$ cat src/rtl/cpu_pkg.sv
// Shared fetch-stage types: bus widths, fetch FSM states and the buffered {pc, instr} entry.
package cpu_pkg;

   localparam int ADDR_W = 32;
   localparam int DATA_W = 32;

   typedef enum logic [1:0] {
      IDLE  = 2'd0,
      WAIT  = 2'd1,
      DRAIN = 2'd2
   } fetch_state_t;

   typedef struct packed {
      logic [ADDR_W-1:0] pc;
      logic [DATA_W-1:0] instr;
   } fetch_entry_t;

endpackage

$ cat src/rtl/fetch_fifo.sv
// Circular fetch buffer; the head is read combinationally from the registered array.
module fetch_fifo #(
   parameter int DEPTH = 2,
   parameter int W     = 64
) (
   input  logic                   clock,
   input  logic                   reset,
   input  logic                   flush,
   input  logic                   push,
   input  logic                   pop,
   input  logic [W-1:0]           din,
   output logic [W-1:0]           dout,
   output logic                   full,
   output logic                   empty,
   output logic [$clog2(DEPTH):0] count
);

   localparam int PTR_W = $clog2(DEPTH);
   localparam int CNT_W = PTR_W + 1;
   localparam logic [CNT_W-1:0] FULL_CNT = CNT_W'(DEPTH);

   logic [W-1:0]     store [DEPTH];
   logic [PTR_W-1:0] rd_ptr;
   logic [PTR_W-1:0] wr_ptr;
   logic             pop_eff;
   logic             push_eff;

   assign full  = (count == FULL_CNT);
   assign empty = (count == '0);
   assign dout  = store[rd_ptr];

   // A pop on a full buffer frees the slot the simultaneous push lands in.
   assign pop_eff  = pop && !empty;
   assign push_eff = push && (!full || pop_eff);

   always_ff @(posedge clock or posedge reset) begin
      if (reset) begin
         rd_ptr <= '0;
         wr_ptr <= '0;
         count  <= '0;
         for (int i = 0; i < DEPTH; i++) begin
            store[i] <= '0;
         end
      end else if (flush) begin
         rd_ptr <= '0;
         wr_ptr <= '0;
         count  <= '0;
      end else begin
         if (push_eff) begin
            store[wr_ptr] <= din;
            wr_ptr        <= wr_ptr + 1'b1;
         end
         if (pop_eff) begin
            rd_ptr <= rd_ptr + 1'b1;
         end
         case ({push_eff, pop_eff})
            2'b10:   count <= count + 1'b1;
            2'b01:   count <= count - 1'b1;
            default: count <= count;
         endcase
      end
   end

endmodule

$ cat src/rtl/instruction_fetch_unit.sv
// Fetch stage: one outstanding instruction-memory request at a time, results buffered for decode,
// PC held until a fetch commits.
module instruction_fetch_unit
   import cpu_pkg::fetch_state_t, cpu_pkg::IDLE, cpu_pkg::WAIT, cpu_pkg::DRAIN;
#(
   parameter int ADDR_W = cpu_pkg::ADDR_W,
   parameter int DATA_W = cpu_pkg::DATA_W,
   parameter int DEPTH  = 2
) (
   input  logic                   clock,
   input  logic                   reset,
   input  logic [ADDR_W-1:0]      endereco_atual,
   input  logic                   flush,
   output logic                   mem_req,
   output logic [ADDR_W-1:0]      mem_addr,
   input  logic                   mem_ready,
   input  logic [DATA_W-1:0]      mem_rdata,
   output logic                   instr_valid,
   output logic [DATA_W-1:0]      instr_out,
   output logic [ADDR_W-1:0]      instr_pc,
   input  logic                   instr_accept,
   output logic                   pc_halt,
   output fetch_state_t           dbg_state,
   output logic [$clog2(DEPTH):0] dbg_count
);

   fetch_state_t             state;
   logic                     commit;
   logic                     slot_free;
   logic                     fifo_full;
   logic                     fifo_empty;
   logic [ADDR_W+DATA_W-1:0] fifo_dout;

   // Handshakes: the memory transfer completes on a cycle with mem_req=1 and mem_ready=1, and
   // mem_addr is held until then; decode transfers the head on instr_valid=1 and instr_accept=1.
   assign commit    = (state == WAIT) && mem_ready && !flush;
   assign slot_free = !fifo_full || (instr_accept && instr_valid);
   assign pc_halt   = !commit;
   assign dbg_state = state;

   assign instr_valid = !fifo_empty;
   assign instr_pc    = fifo_dout[ADDR_W+DATA_W-1:DATA_W];
   assign instr_out   = fifo_dout[DATA_W-1:0];

   always_ff @(posedge clock or posedge reset) begin
      if (reset) begin
         state    <= IDLE;
         mem_req  <= 1'b0;
         mem_addr <= '0;
      end else begin
         case (state)
            IDLE: begin
               if (!flush && slot_free) begin
                  mem_addr <= endereco_atual;
                  mem_req  <= 1'b1;
                  state    <= WAIT;
               end
            end
            WAIT: begin
               if (mem_ready) begin
                  mem_req <= 1'b0;
                  state   <= IDLE;
               end else if (flush) begin
                  state <= DRAIN;
               end
            end
            DRAIN: begin
               // The memory cannot be aborted, so wait out the cancelled response and drop it.
               if (mem_ready) begin
                  mem_req <= 1'b0;
                  state   <= IDLE;
               end
            end
            default: begin
               mem_req <= 1'b0;
               state   <= IDLE;
            end
         endcase
      end
   end

   fetch_fifo #(
      .DEPTH (DEPTH),
      .W     (ADDR_W + DATA_W)
   ) u_fifo (
      .clock (clock),
      .reset (reset),
      .flush (flush),
      .push  (commit),
      .pop   (instr_accept),
      .din   ({mem_addr, mem_rdata}),
      .dout  (fifo_dout),
      .full  (fifo_full),
      .empty (fifo_empty),
      .count (dbg_count)
   );

endmodule
$ cat config.mk
export PLATFORM = sky130hd
export DESIGN_NAME = instruction_fetch_unit
export DESIGN_NICKNAME = d
export VERILOG_FILES = /design/src/rtl/cpu_pkg.sv /design/src/rtl/fetch_fifo.sv /design/src/rtl/instruction_fetch_unit.sv
export SDC_FILE = /design/constraint.sdc
export NUM_CORES = 1
export LEC_CHECK = 0
export ABC_AREA = 1
export CAP_MARGIN = 5
export CORE_ASPECT_RATIO = 1.4
export CORE_UTILIZATION = 55
export CTS_BUF_LIST = sky130_fd_sc_hd__clkbuf_8 sky130_fd_sc_hd__clkbuf_16
export DETAILED_ROUTE_END_ITERATION = 12
export PLACE_DENSITY_LB_ADDON = 0.2
export SLEW_MARGIN = 20
export SYNTH_ARGS = -nofsm -noshare
export SYNTH_HDL_FRONTEND = slang
export SYNTH_SLANG_ARGS = --single-unit
$ cat constraint.sdc
create_clock -name clock -period 7.5 [get_ports clock]
set_input_delay 0.75 -clock clock [delete_from_list [all_inputs] [get_ports clock]]
set_output_delay 0.75 -clock clock [all_outputs]
set_load 0.05 [all_outputs]
==> results.yml <==
route:
  viasPerCell: 4.870
  dr.pass1.iters: 5
  post-route-drc-count: 0
  vias: 5834
  first_iter_violations: 246
  wl_per_cell_um: 13.08
  final_antenna_net_count: 0
  drt_wl_total_mm: 15.67
clock_network:
  cts_resized: 0
  htreeDepth: 4
  cts_sinks: 167
  cts_tree: "built"
  root_buffer: "clkbuf_16"
  clock_path_buffers: 2
  post_cts_buffers: 0
  cts.clk_slew.worst_paths_ns: 0.07
  clock_latency_ns: 0.42
  hold_buffers: 0
  cts_buffers: 17
placement:
  dp_hpwl_mm: 9.961
  dp_cells: 1166
  port_buffers: 171
  dpl_cell_area_mm2: 0.009310
  globalplace.congestion: 0.7294
synthesis:
  syn_area_per_cell_um2: 9.132
  yosysWarnings: 0
  ys_ff_latch: 167
  async_reset_ff_frac: 1.000
  synth.distinct_cells: 25
  syn_area_mm2: 0.007799
  synth-edff-count: 0
  yosysSeqAreaShare: 0.5359
  synth_nets: 926
  syn_inst: 854
  synth-main-ff-cell: "dfrtp_1"
critical_path:
  crit_fanout: 60
  crit_path_max_incr_delay_ns: 0.81
  cp.required_ns: 6.75
  worstSetupPathType: "reg2out"
  crit_chain: "inv_2 -> buf_4 -> nand2_1 -> nand2_1 -> clkdlybuf4s50_1"
  crit_top_cell: "nand2_1"
  critPathArrivalTime_ns: 2.59
  critical_path_buf_inv_count: 3
  worstSetupStartpointType: "flip-flop"
  endpoint_kind: "primary output"
  slowest_stage: "clkdlybuf4s50_1"
  crit_family: "buffers and inverters"
timing:
  max-slew-margin-rel: 0.3531
  clock_skew_ns: 0.007776
  setup_violations: 0
  rsz0062_at_grt: "no"
  maxSlewViolCount: 0
  hold_violations: 0
  fin_crit_ns: 3.341
  worst_pin_slew_ns: 0.9704
  fin_crit_sh: 0.4455
  max_freq_mhz: 299.3
  fin_tns_setup_ns: 0
global_route:
  antenna_found_initial: 0
  grt-ovfl-total: 0
  grt.total_usage: 0.2299
  grt_pass1_vias: 5593
  grt_max_degree: 129
  grt_pass1_wl_mm: 26.16
power_and_ir_drop:
  vdd_ir_drop_max_mv: 0.2598
  pwr_density_cell_mw_per_mm2: 492.9
  cellLeakagePower_nw: 4.840
  power_mw: 4.876
finish:
  drive_gt1_frac: 0.1668
  finish.utilization: 0.7145
  fin_cells: 1198
  finalInstanceArea_mm2: 0.009893
  final_net_count: 1072
  most-common-layout-cells: "nand2_1 (371), clkdlybuf4s50_1 (171), dfrtp_1 (166)"
  areaGrowthSynthToFinish_pct: 26.86
  diodes: 0
  layout_commonest_cell: "nand2_1"
floorplan:
  rows: 51
  core_mm2: 0.01385
  pin_count: 172
  start_util: 0.5632
  fp.dieW_um: 102.6
  dieArea_mm2: 0.01467
  die_h_um: 142.9
worst_hold_path:
  hold_class: "reg2reg"
run_status:
  status: "finished, final reports clean"
job:
  cap_violations: 0
==> layer usage <==
| metal | GRT usage | routed length (um) |
|---|---|---|
| met5 | 0 | 0 |
| met4 | 0.07444 | 261 |
| met3 | 0.06902 | 1061 |
| met2 | 0.3695 | 7569 |
| met1 | 0.2958 | 6776 |
==> synthesized netlist by cell type (3+ instances only) <==
library cell	number	area, um2
o21ai_2	119	1042
nand4_1	4	25.02
o21ai_1	12	60.06
inv_1	75	281.5
clkbuf_1	9	33.78
dfrtp_1	167	4179
nand3_1	7	35.03
ha_1	3	37.54
nand2_1	371	1393
buf_1	4	15.01
nor2_1	4	15.01
o21ai_0	32	160.2
buf_12	7	140.1
buf_6	24	270.3
==> metrics by stage <==
stage                     setup WS, ns  hold slack [ns]
after floorplan                  2.232           0.4534
after global placement           4.276           0.4631
after detailed placement         4.214           0.4670
after CTS                        4.118           0.4839
after global routing             3.997           0.4938
final                            4.159           0.4807
==> area by class of cell <==
cell class	instances	area [um2]
sequential	167	4180
fill	1081	3954
multi-input combinational	560	2849
timing repair buffer	176	1749
clock buffer	19	452.9
inverter	78	300.3
tap	185	231.5
clock inverter	13	130.1
==> state kept, by name (all words and copies together), names as in the netlist <==
name / cells
u_fifo.store: 128
mem_addr: 32
dbg_state: 2
u_fifo.count: 2
mem_req: 1
u_fifo.rd_ptr: 1
u_fifo.wr_ptr: 1
==> final timing paths <==
check / from / end / slack (ns) / depth (start not counted)
worst min-delay path: u_fifo.store[41] / u_fifo.store[41] / 0.48 / 2
worst max register to register: dbg_state[1] / u_fifo.store[99] / 4.79 / 10
worst max-delay path: u_fifo.rd_ptr / instr_pc[3] / 4.16 / 5
worst min register to register: u_fifo.store[41] / u_fifo.store[41] / 0.48 / 2
min in group asynchronous: reset / u_fifo.count[1] / 0.87 / 2
max in group asynchronous: reset / u_fifo.store[101] / 5.20 / 3
==> cells by family (layout without fill, tap and decap cells) <==
group                    after synthesis  in the layout  synth area share
AND/OR/NAND/NOR                      393            393            0.1962
flip-flops                           167            167            0.5359
AO/OA/AOI/OAI                        164            164            0.1625
buffers and inverters                127            286            0.1006
adder cells (fa/ha/maj)                3              3          0.004814
==> worst reg2reg max path, cell delays in order, from the launching register on <==
cell,delay [ns]
dfrtp_1,0.39
inv_1,0.08
ha_1,0.22
nand2_2,0.09
nor2_4,0.04
nand2_2,0.10
inv_4,0.06
nand2_4,0.53
buf_4,0.85
nand2_1,0.19
o21ai_2,0.09
==> power breakdown <==
group	internal [mW]	switching, mW	leakage, nW
Sequential	1.31	0.220	2.15
Clock	0.460	0.384	0.286
Combinational	0.815	1.69	2.40
Total	2.58	2.29	4.84
No activity file was read; power rests on OpenSTA's default activity.
